### src/rtl/dmem_pkg.sv
`default_nettype none
// ---------------------------------------------------------------------------
// dmem_pkg : shared constants, mode encodings and FSM states for the dmem copy engine
// Revision : 1.0
// ---------------------------------------------------------------------------
package dmem_pkg;

  localparam int DMEM_DEPTH         = 256;
  localparam int DMEM_DEBUG_IN_ADDR = 255;

  localparam logic [1:0] MODE_COPY = 2'd0;
  localparam logic [1:0] MODE_FILL = 2'd1;
  localparam logic [1:0] MODE_SUM  = 2'd2;
  localparam logic [1:0] MODE_RSVD = 2'd3;

  typedef enum logic [2:0] {
    ST_IDLE = 3'd0,
    ST_RD   = 3'd1,
    ST_WR   = 3'd2,
    ST_FILL = 3'd3,
    ST_SUM  = 3'd4,
    ST_DONE = 3'd5
  } state_e;

endpackage
`default_nettype wire

### src/rtl/dmem_range_check.sv
`default_nettype none
// ---------------------------------------------------------------------------
// dmem_range_check : combinational legality check of a requested block operation
// Revision : 1.0
// ---------------------------------------------------------------------------
module dmem_range_check
  import dmem_pkg::*;
#(
  parameter int ADDR_W        = 8,
  parameter int DEPTH         = DMEM_DEPTH,
  parameter int DEBUG_IN_ADDR = DMEM_DEBUG_IN_ADDR
) (
  input  logic [1:0]        mode,
  input  logic [ADDR_W-1:0] src_addr,
  input  logic [ADDR_W-1:0] dst_addr,
  input  logic [ADDR_W:0]   length,
  output logic              legal
);

  // Two spare bits so base+length never overflows before comparison.
  localparam int            EW      = ADDR_W + 2;
  localparam logic [EW-1:0] DEPTH_E = EW'(DEPTH);
  localparam logic [EW-1:0] DBG_E   = EW'(DEBUG_IN_ADDR);

  logic [EW-1:0] src_end;
  logic [EW-1:0] dst_beg;
  logic [EW-1:0] dst_end;
  logic          uses_src;
  logic          uses_dst;
  logic          src_bad;
  logic          dst_bad;
  logic          dbg_hit;

  always_comb begin
    dst_beg  = EW'(dst_addr);
    src_end  = EW'(src_addr) + EW'(length);
    dst_end  = dst_beg + EW'(length);
    uses_src = (mode == MODE_COPY) || (mode == MODE_SUM);
    uses_dst = (mode == MODE_COPY) || (mode == MODE_FILL);
    src_bad  = uses_src && (src_end > DEPTH_E);
    dst_bad  = uses_dst && (dst_end > DEPTH_E);
    dbg_hit  = uses_dst && (dst_beg <= DBG_E) && (DBG_E < dst_end);
    legal    = (mode != MODE_RSVD) && !src_bad && !dst_bad && !dbg_hit;
  end

endmodule
`default_nettype wire

### src/rtl/dmem_copy_engine.sv
`default_nettype none
// ---------------------------------------------------------------------------
// dmem_copy_engine : memory-port initiator performing COPY / FILL / SUM on word ranges
// Revision : 1.0
// ---------------------------------------------------------------------------
module dmem_copy_engine
  import dmem_pkg::*;
#(
  parameter int DATA_W        = 32,
  parameter int ADDR_W        = 8,
  parameter int DEPTH         = DMEM_DEPTH,
  parameter int DEBUG_IN_ADDR = DMEM_DEBUG_IN_ADDR
) (
  input  logic              clk,
  input  logic              rst_n,
  input  logic              start,
  input  logic [1:0]        mode,
  input  logic [ADDR_W-1:0] src_addr,
  input  logic [ADDR_W-1:0] dst_addr,
  input  logic [ADDR_W:0]   length,
  input  logic [DATA_W-1:0] fill_value,
  output logic              busy,
  output logic              done,
  output logic              error,
  output logic [DATA_W-1:0] checksum,
  output logic [31:0]       address,
  output logic [DATA_W-1:0] write_data,
  output logic              mem_write,
  input  logic [DATA_W-1:0] read_data
);

  localparam logic [ADDR_W:0] IDX_ONE  = (ADDR_W + 1)'(1);
  localparam logic [ADDR_W:0] IDX_ZERO = '0;

  state_e              state_q,      state_d;
  logic [ADDR_W-1:0]   src_q,        src_d;
  logic [ADDR_W-1:0]   dst_q,        dst_d;
  logic [ADDR_W:0]     len_q,        len_d;
  logic [ADDR_W:0]     idx_q,        idx_d;
  logic                desc_q,       desc_d;
  logic [DATA_W-1:0]   fill_q,       fill_d;
  logic [DATA_W-1:0]   acc_q,        acc_d;
  logic [DATA_W-1:0]   checksum_q,   checksum_d;
  logic [31:0]         address_q,    address_d;
  logic [DATA_W-1:0]   write_data_q, write_data_d;
  logic                mem_write_q,  mem_write_d;
  logic                busy_q,       busy_d;
  logic                done_q,       done_d;
  logic                error_q,      error_d;

  logic                legal;
  logic                start_desc;
  logic [ADDR_W:0]     idx_nx;
  logic [DATA_W-1:0]   acc_nx;

  dmem_range_check #(
    .ADDR_W        (ADDR_W),
    .DEPTH         (DEPTH),
    .DEBUG_IN_ADDR (DEBUG_IN_ADDR)
  ) u_range_check (
    .mode     (mode),
    .src_addr (src_addr),
    .dst_addr (dst_addr),
    .length   (length),
    .legal    (legal)
  );

  // Descending order keeps overlapping COPY correct when dst lies above src.
  function automatic logic [ADDR_W:0] word_off(input logic            desc,
                                               input logic [ADDR_W:0] len,
                                               input logic [ADDR_W:0] i);
    return desc ? (len - i - IDX_ONE) : i;
  endfunction

  function automatic logic [31:0] word_addr(input logic [ADDR_W-1:0] base,
                                            input logic [ADDR_W:0]   off);
    logic [ADDR_W:0] sum;
    sum = {1'b0, base} + off;
    return 32'(sum);
  endfunction

  always_comb begin
    state_d      = state_q;
    src_d        = src_q;
    dst_d        = dst_q;
    len_d        = len_q;
    idx_d        = idx_q;
    desc_d       = desc_q;
    fill_d       = fill_q;
    acc_d        = acc_q;
    checksum_d   = checksum_q;
    address_d    = '0;
    write_data_d = '0;
    mem_write_d  = 1'b0;
    busy_d       = 1'b0;
    done_d       = 1'b0;
    error_d      = 1'b0;
    idx_nx       = idx_q + IDX_ONE;
    acc_nx       = acc_q + read_data;
    start_desc   = (mode == MODE_COPY) && (dst_addr > src_addr);

    unique case (state_q)
      ST_IDLE: begin
        if (start) begin
          src_d  = src_addr;
          dst_d  = dst_addr;
          len_d  = length;
          fill_d = fill_value;
          desc_d = start_desc;
          idx_d  = IDX_ZERO;
          acc_d  = '0;
          if (!legal) begin
            error_d = 1'b1;
          end else if (length == IDX_ZERO) begin
            state_d = ST_DONE;
            done_d  = 1'b1;
            if (mode == MODE_SUM) checksum_d = '0;
          end else begin
            busy_d = 1'b1;
            case (mode)
              MODE_COPY: begin
                state_d   = ST_RD;
                address_d = word_addr(src_addr, word_off(start_desc, length, IDX_ZERO));
              end
              MODE_FILL: begin
                state_d      = ST_FILL;
                address_d    = word_addr(dst_addr, IDX_ZERO);
                write_data_d = fill_value;
                mem_write_d  = 1'b1;
              end
              default: begin
                state_d   = ST_SUM;
                address_d = word_addr(src_addr, IDX_ZERO);
              end
            endcase
          end
        end
      end

      // write_data_q doubles as the holding register for the word just read.
      ST_RD: begin
        state_d      = ST_WR;
        busy_d       = 1'b1;
        address_d    = word_addr(dst_q, word_off(desc_q, len_q, idx_q));
        write_data_d = read_data;
        mem_write_d  = 1'b1;
      end

      ST_WR: begin
        if (idx_nx == len_q) begin
          state_d = ST_DONE;
          done_d  = 1'b1;
        end else begin
          state_d   = ST_RD;
          idx_d     = idx_nx;
          busy_d    = 1'b1;
          address_d = word_addr(src_q, word_off(desc_q, len_q, idx_nx));
        end
      end

      ST_FILL: begin
        if (idx_nx == len_q) begin
          state_d = ST_DONE;
          done_d  = 1'b1;
        end else begin
          idx_d        = idx_nx;
          busy_d       = 1'b1;
          address_d    = word_addr(dst_q, idx_nx);
          write_data_d = fill_q;
          mem_write_d  = 1'b1;
        end
      end

      ST_SUM: begin
        acc_d = acc_nx;
        if (idx_nx == len_q) begin
          state_d    = ST_DONE;
          done_d     = 1'b1;
          checksum_d = acc_nx;
        end else begin
          idx_d     = idx_nx;
          busy_d    = 1'b1;
          address_d = word_addr(src_q, idx_nx);
        end
      end

      ST_DONE: begin
        state_d = ST_IDLE;
      end

      default: begin
        state_d = ST_IDLE;
      end
    endcase
  end

  always_ff @(posedge clk) begin
    if (!rst_n) begin
      state_q      <= ST_IDLE;
      src_q        <= '0;
      dst_q        <= '0;
      len_q        <= '0;
      idx_q        <= '0;
      desc_q       <= 1'b0;
      fill_q       <= '0;
      acc_q        <= '0;
      checksum_q   <= '0;
      address_q    <= '0;
      write_data_q <= '0;
      mem_write_q  <= 1'b0;
      busy_q       <= 1'b0;
      done_q       <= 1'b0;
      error_q      <= 1'b0;
    end else begin
      state_q      <= state_d;
      src_q        <= src_d;
      dst_q        <= dst_d;
      len_q        <= len_d;
      idx_q        <= idx_d;
      desc_q       <= desc_d;
      fill_q       <= fill_d;
      acc_q        <= acc_d;
      checksum_q   <= checksum_d;
      address_q    <= address_d;
      write_data_q <= write_data_d;
      mem_write_q  <= mem_write_d;
      busy_q       <= busy_d;
      done_q       <= done_d;
      error_q      <= error_d;
    end
  end

  assign busy       = busy_q;
  assign done       = done_q;
  assign error      = error_q;
  assign checksum   = checksum_q;
  assign address    = address_q;
  assign write_data = write_data_q;
  assign mem_write  = mem_write_q;

endmodule
`default_nettype wire

### config.mk
export PLATFORM = sky130hd
export DESIGN_NAME = dmem_copy_engine
export DESIGN_NICKNAME = d
export VERILOG_FILES = /design/src/rtl/dmem_pkg.sv /design/src/rtl/dmem_range_check.sv /design/src/rtl/dmem_copy_engine.sv
export SDC_FILE = /design/constraint.sdc
export NUM_CORES = 1
export LEC_CHECK = 0
export ABC_AREA = 0
export ABC_CLOCK_PERIOD_IN_PS = 9200
export CAP_MARGIN = 20
export CORE_ASPECT_RATIO = 1.5
export CORE_MARGIN = 2
export CORE_UTILIZATION = 55
export CTS_BUF_LIST = sky130_fd_sc_hd__clkbuf_4 sky130_fd_sc_hd__clkbuf_8 sky130_fd_sc_hd__clkbuf_16
export CTS_CLUSTER_SIZE = 25
export DETAILED_ROUTE_END_ITERATION = 8
export PLACE_DENSITY = 0.81
export REMOVE_ABC_BUFFERS = 1
export SETUP_SLACK_MARGIN = 0.15
export SLEW_MARGIN = 10
export SYNTH_ARGS = -nofsm -noshare
export SYNTH_HDL_FRONTEND = slang
export SYNTH_SLANG_ARGS = --single-unit
### constraint.sdc
create_clock -name clk -period 9.2 [get_ports clk]
set_clock_uncertainty 0.15 [all_clocks]
set_input_delay 0.92 -clock clk [delete_from_list [all_inputs] [get_ports clk]]
set_output_delay 0.92 -clock clk [all_outputs]
set_load 0.02 [all_outputs]
; ---- Word level (Yosys, flattened, before mapping)
; Cells that the tools add are included.
[classes]
magnitude_cmp = 4
n_reduce_logical = 25
muxes = 51
n_addsub = 14
eq_ne = 15
[ops]
columns = op, count
row1 = 32-bit 2-to-1 mux, 11
row2 = 32-bit one-hot mux with 2 select lines, 2
row3 = 9-bit 2-to-1 mux, 11
row4 = 32-bit one-hot mux with 3 select lines, 1
row5 = 8-bit by 9-bit adder with 9-bit output, 5
row6 = 9-bit one-hot mux with 5 select lines, 1
row7 = 9-bit one-hot mux with 2 select lines, 2
row8 = 32-bit adder, 1
row9 = 9-bit by 1-bit subtractor with 9-bit output (second input constant), 3
row10 = 8-bit by 9-bit adder with 10-bit output, 2
row11 = 10-bit by 9-bit > comparator with 1-bit output (second input constant), 2
row12 = 9-bit subtractor, 2
row13 = 3-bit 2-to-1 mux, 5
row14 = 2-bit != test (second input constant), 7
row15 = 1-bit 2-to-1 mux, 13
row16 = 3-bit one-hot mux with 4 select lines, 1
row17 = 8-bit by 10-bit less-than comparator with 1-bit output (first input constant), 1
row18 = 9-bit by 1-bit adder with 9-bit output (second input constant), 1
row19 = 9-bit equality test, 1
row20 = 9-bit logical NOT, 1
row21 = 3-bit AND reduction, 3
row22 = 8-bit > comparator, 1
row23 = 1-bit logical AND, 7
row24 = 3-bit by 2-bit equality test with 1-bit output (second input constant), 2
row25 = other kinds (17), 23
[word_totals]
inputBits = 94
output_inout_bits = 100
regBits = 202
word_cells = 124

; ---- Longest topological paths before layout
; Gate-level depths: netlist of the first run.
[depth]
word_depth = 10
depth_mapped = 19
depth_no_buf = 18

; ---- Cells and area by module
; A second synthesis of the first run with hierarchy kept.
[hier_totals]
hier_cells = 1513
area_unflattened_um2 = 11976.5
[modules_own_cells]
columns = mod, seq_area_each_um2, cells_per_inst, area_per_inst_um2, n_inst
row1 = dmem_copy_engine, 3583.4, 1427, 11297.1, 1
row2 = dmem_range_check, 0.0, 86, 679.4, 1

; ---- Least setup slack after synthesis of the first run
; OpenSTA, ideal clock, no wires.
[synth_path]
kind = input to register
from = in src_addr[1]
to = reg address_q[8] (netlist: address[8])
n_path_buf = 1
setup_ns = 0.074
setup_slack_ns = 4.880
required_time_ns = 8.976
path_stages = 19
t_arrival_ns = 4.096
path_cell_list = inv_1 -> ha_1 -> nor2b_1 -> o21a_1 -> o21ai_0 -> a221o_1 -> clkbuf_1 -> nor2_1 -> ha_1 -> inv_1 -> fa_1 -> nor2b_1 -> o21ai_0 -> a21oi_1 -> o41ai_1 -> or4b_2 -> a31oi_1 -> a32oi_1 -> o21ai_0
[synth_between]
elab_chain_len = 10
elab_cells_between_ends = 16
cone_classes = add/sub: 2 / order compare: 2 / mux: 6 / reduce/logical: 6
[synth_lines]
columns = element, line_no
row1 = start: declaration, dmem_copy_engine.sv:18  ; input logic [ADDR_W-1:0] src_addr,
row2 = branches (longest 7 deep; another with 8-bit by 9-bit adder with 9-bit output), --
row3 = 9-bit 2-to-1 mux *, dmem_copy_engine.sv:112  ; if (!legal) begin
row4 = 9-bit 2-to-1 mux *, dmem_copy_engine.sv:104  ; if (start) begin
row5 = 9-bit one-hot mux with 5 select lines *, dmem_copy_engine.sv:102  ; unique case (state_q)
row6 = end signal: assignment, dmem_copy_engine.sv:224  ; address_q <= address_d;
row7 = end: declaration, dmem_copy_engine.sv:44  ; logic [31:0] address_q, address_d;
; Mark *: on every way between the ends.
; A chain may end at the register's enable or synchronous reset.

; ---- Worst setup path after layout of the first run
; Same ends and word-level chain as after synthesis.

==> qor.csv, run 1 <==
metric;value;unit
RePlAce Congestion;0.969;
worst hold stages;2;
die area;23600;um2
maximum vdd ir drop;0.146;mV
Ant. Diodes;0;
uppermost routed layer;met4;
Clock Path Buffers;2;
DRC Markers;0;
RSZ-0062 raised after global routing;no;
critical path fanouts, max;11;
Power Density;141;nW/um2
# hold bufs at CTS;0;
commonest non-fill, non-tap cell in the layout;nand2_1;
area grow syn2layout;18.8;%
# Post-CTS Setup Buffers;0;
final hold vios;0;
Ports;194;
post-layout util;66.0;%
DR vias;12100;
vias in the first global route;12100;
core area;22100;um2
starting density of the core;55.6;%
max cap viols;0;
Crit Path Category;input pin to flop;
1st-iter DRT viols;905;
final critical-path share of the clock period;55.4;%
gr usage total;33.3;%
worst slack, placed;3760;ps
Hold EP;checksum[11];
Worst-path clk slew;70;ps
Slew Viols, Final;0;
First-pass DRT Iterations;7;
Via density;6.17;
Synth Cell Area;12300;um2
Crit. End Element;flop;
Worst setup SP type;input pin;
met2 wire length;20400;um
worst endpoint data arrival time;5320;ps
Synth Instances;1559;
most frequent cells in the layout;nand2_1, dfxtp_1, clkdlybuf4s50_1, a21oi_1, nor2_1;
total gr overflow;0;
setup TNS;0;ps
worst hold path startpoint;checksum[11];
CTS root buf;clkbuf_16;
Tmin final;5100;ps
relative slew slack;29.8;%
initial antenna violation count;0;
Buffers on Ports;170;
Metal-1 WL;14500;um
WL met3;1910;um
layout cells sized above 1;4.20;%
Yosys cell types;80;
fin worst setup slack;4100;ps
fmax;196;MHz
hold crit path type;flop to flop;
Die Y;187;um
Worst Tran Pin Value;1050;ps
post-route ant nets;0;
Worst Path Required;9420;ps
Top FF cell, synth;dfxtp_1;
final net count;1896;
first-pass GRT wire length;62700;um
post-CTS resize count;0;
total CTS buffers;17;
Leakage;0.00587;uW
register area share after synthesis;29.1;%
half-perimeter wire length after placement;29500;um
average size of a mapped cell;7.89;um2
cell row count;67;
Chip Width;126;um
Final setup viols;0;
WHS;302;ps
drt wl/cell;20.1;um
largest net degree at the start of global routing;82;
Yosys reg bits;179;
FF-to-FF path depth;12;
final WL;39600;um
R2R Path End;checksum[29];
later-pin clock latency in the skew report;450;ps
outcome;finished clean;
Reg2Reg Setup Slack;4680;ps
Yosys Warn Count;0;
ys async rst share;0;%
H-tree Lvls;4;
EDFF count, synth;0;
clk sink count;179;
Fillers;1972;
Worst R2R Start;idx_q[0];
TritonCTS clock tree;yes;
## per-layer routing
layer,vias up,track usage [%]
met5,-,0
met4,0,22.3
met1,5724,35.7
li1,5836,-
met2,436,60.1
met3,148,4.66
## report_power, final
group	switching, uW	internal (uW)	leakage (uW)
combinational	298	192	0.00414
sequential	29.4	809	0.00145
clock	335	395	0.000277
total	663	1400	0.00587
## area by class of cell
class	instances	area (um2)	area share, %
Timing Repair Buffer	180	1770	12.1
Multi-Input combinational cell	1233	8080	55.3
Clock buffer	21	468	3.20
Inverter	68	256	1.76
Tap cell	276	345	2.36
Clock inverter	11	103	0.702
Sequential cell	179	3580	24.5
## critical path, cell delays in order
cell and delay (ps):
clkdlybuf4s50_1 580, inv_1 160, ha_1 340, nor2b_1 130
o21a_1 150, o21ai_0 200, a221o_1 460, nor2_1 80
ha_1 210, inv_1 70, fa_1 200, nor2b_1 50
o21ai_0 240, a21oi_1 140, o41ai_1 350, or4b_2 620
a31oi_1 230, a32oi_1 60, o21ai_0 100
## cell usage after synthesis (7+ instances only)
library cell / instances / area share [%]
a211oi_1: 15 / 0.92
a21o_1: 31 / 1.9
a21oi_1: 161 / 6.6
a222oi_1: 32 / 2.6
a22oi_1: 15 / 0.92
and2_1: 7 / 0.36
buf_4: 23 / 1.4
clkbuf_1: 68 / 2.1
dfxtp_1: 179 / 29
fa_1: 10 / 1.6
ha_1: 113 / 12
inv_1: 67 / 2.0
mux2i_1: 21 / 1.7
nand2_1: 209 / 6.4
nand2b_1: 9 / 0.46
nand3_1: 44 / 1.8
nand4_1: 12 / 0.61
nor2_1: 158 / 4.8
nor2b_1: 13 / 0.66
nor3_1: 26 / 1.1
o2111ai_1: 9 / 0.64
o211ai_1: 11 / 0.67
o21a_1: 12 / 0.73
o21ai_0: 61 / 2.5
o21ai_1: 20 / 0.81
o21bai_1: 16 / 0.98
o22ai_1: 10 / 0.51
o31ai_1: 9 / 0.55
or3_1: 10 / 0.51
xnor2_1: 51 / 3.6
xor2_1: 25 / 1.8
## cell families (layout without fill, tap and decap cells)
family,Yosys count,count (layout),share of synthesized area [%]
compound gates,466,466,25.3
buf+inv,169,280,5.98
xor+xnor,78,78,5.78
other cells,1,23,0.0305
simple gates,521,521,18.8
fa+ha+maj,123,123,13.1
mux,22,22,1.80
flops,179,179,29.1
## metrics by stage
step,cells,power (uW),cell area (um2)
final,1968,2060,14600
after detailed placement,1936,1340,14000
after CTS,1968,2060,14600
after global placement,1936,1330,14000
after floorplan,1480,1150,11900
after global routing,1968,2140,14600
## sequential cells by signal (all words and copies together), names as in the netlist, 9 cells and up
| register | cells |
|---|---|
| acc_q | 32 |
| checksum | 32 |
| fill_q | 32 |
| write_data | 32 |
| address | 9 |
| idx_q | 9 |
| len_q | 9 |
## how the worst max path moves through the flow
stage | startpoint | end | slack [ps]
global route | src_addr[1] | address[8] | 3790
CTS | src_addr[1] | address[8] | 4210
global placement | src_addr[1] | address[8] | 3910
floorplan | start | write_data[0] | 4700
finish | src_addr[1] | address[8] | 4100
detailed placement | src_addr[1] | address[8] | 3760
(Power assumes the default switching activity.)
==> run 2: changes to the inputs <==
- ABC_CLOCK_PERIOD_IN_PS: 9200 -> 4200
- CORE_UTILIZATION: 55 -> 50
- PLACE_DENSITY: 0.81 -> 0.78
- clock period: 9.2 -> 4.2 ns (I/O delays scaled with it)
==> qor.csv, run 2 (synthesis gave the netlist of run 1 again) <==
metric;value;unit
Leakage;0.00632;uW
total CTS buffers;17;
final net count;1973;
Worst R2R Start;idx_q[1];
final hold vios;0;
crit-path cells;ha_4, inv_1, ha_1, a21o_1, a21oi_2, xnor2_1, nand2_1, o21ai_2, ha_1, o21a_1, a2111o_1, nand3_1, or3b_2, a21oi_2, o31ai_2, buf_4, o31ai_1;
Worst Path Required;4420;ps
sequential share of power;39.4;%
worst setup path endpoint;address[7];
Crit. End Element;flop;
FF-to-FF path depth;17;
slowest CP cell;or3b_2;
Slew Viols, Final;0;
core area;24300;um2
outcome;finished clean;
starting density of the core;50.7;%
clk sink count;179;
commonest non-fill, non-tap cell in the layout;nand2_1;
TritonCTS clock tree;yes;
area post-placement;14700;um2
Crit Path Category;flop to flop;
DRC Markers;0;
DR vias;12500;
layout cells sized above 1;10.2;%
# hold bufs at CTS;0;
switching share of total power;31.8;%
hold crit path type;flop to flop;
Tmin final;3870;ps
H-tree Lvls;4;
initial antenna violation count;0;
fmax;258;MHz
relative slew slack;36.6;%
gr usage total;30.3;%
Clock Path Buffers;2;
cell row count;70;
Worst Tran Pin Value;945;ps
power share of the clock group;36.1;%
uppermost routed layer;met4;
Reg2Reg Setup Slack;330;ps
Ant. Diodes;0;
RePlAce Congestion;0.976;
Power Density;301;nW/um2
Logic pwr share;24.5;%
max cap viols;0;
worst setup path start;idx_q[1];
final WL;39900;um
First-pass DRT Iterations;7;
later-pin clock latency in the skew report;460;ps
worst endpoint data arrival time;4090;ps
Worst-path clk slew;70;ps
critical path's largest stage delay;460;ps
final critical-path share of the clock period;92.3;%
total gr overflow;0;
setup TNS;0;ps
total internal power;3180;uW
switching pwr;1490;uW
WL met3;2040;um
met2 wire length;20400;um
Buffers on Ports;170;
critical path fanouts, max;5;
Worst setup SP type;flop;
Final setup viols;0;
R2R Path End;address[7];
Metal-1 WL;14800;um
RSZ-0062 raised after global routing;no;
1st-iter DRT viols;979;
maximum vdd ir drop;0.376;mV
first-pass GRT wire length;62400;um
largest net degree at the start of global routing;61;
drt wl/cell;19.1;um
vias in the first global route;12400;
fin area;15500;um2
Chip Width;132;um
Ports;194;
Die Y;196;um
CTS root buf;clkbuf_16;
post-route ant nets;0;
die area;25900;um2
half-perimeter wire length after placement;30000;um
area grow syn2layout;25.8;%
Via density;5.98;
most frequent cells in the layout;nand2_1, dfxtp_1, clkdlybuf4s50_1, nor2_1, a21oi_1;
-- run 2: cell types whose count changed in the layout (fill, tap and decap cells not counted), sizes merged --
cell / change
bufinv: +1
clkinvlp: -2
inv: +2
buf: +77
clkbuf: -1
-- run 2: what timing repair did --
item / in CTS / in global routing
setup buffers: 0 / 2
setup endpoints to repair: 1 / 3
resized for setup: 4 / 38
pin swaps: 0 / 9
-- run 2: worst min path at each step --
stage	depth (start not counted)	from	endpoint
5_1_grt	2	acc_q[11]	acc_q[11]
3_3_place_gp	2	checksum[22]	checksum[22]
6_report	2	checksum[11]	checksum[11]
2_1_floorplan	2	acc_q[11]	acc_q[11]
3_5_place_dp	2	checksum[11]	checksum[11]
4_1_cts	2	checksum[11]	checksum[11]
-- run 2: area by class of cell --
type / count / area, um2
clock buffers: 20 / 460
clock inverters: 12 / 145
fillers: 2145 / 8790
inverters: 68 / 256
multi-input cells: 1233 / 8240
flip-flops and latches: 179 / 3590
well taps: 324 / 405
repair buffers: 257 / 2370
-- run 2: critical path: cells and delay by family (launching register included) --
family	cells	cell delay, ps
adder cells (fa/ha/maj)	3	860
AO/OA/AOI/OAI	8	1430
XOR/XNOR	1	130
flip-flops	1	370
buffers and inverters	2	230
AND/OR/NAND/NOR	3	620
-- run 2: metrics by stage --
stage	util (%)	total power (uW)	instances	hold slack (ps)	setup WS, ps
after floorplan	-	2520	1480	286	124
after global placement	60.5	2950	2059	287	-113
after detailed placement	60.5	2980	2059	296	-218
final	63.8	4660	2093	303	325
after CTS	63.1	4650	2091	306	162
after global routing	63.8	4850	2093	321	97.9
-- run 2: layer usage --
layer | vias to the layer above | global-route usage, %
li1 | 5976 | -
met1 | 5891 | 32.3
met2 | 502 | 55.2
met3 | 148 | 4.08
met4 | 0 | 20.5
met5 | - | 0
-- run 2: power by group through the flow --
| stage | clock (uW) | sequential (uW) | combinational (uW) |
|---|---|---|---|
| after CTS | 1700 | 1840 | 1120 |
| after global routing | 1760 | 1840 | 1240 |
| after detailed placement | 0 | 1870 | 1100 |
| final | 1680 | 1840 | 1140 |
| after global placement | 0 | 1870 | 1080 |
| after floorplan | 0 | 1870 | 650 |
==> run 3: changes to the inputs <==
- SLEW_MARGIN: 10 -> 20
==> results of run 3 <==
Same layout as run 2: the final DEF is identical, and so are final timing and power.
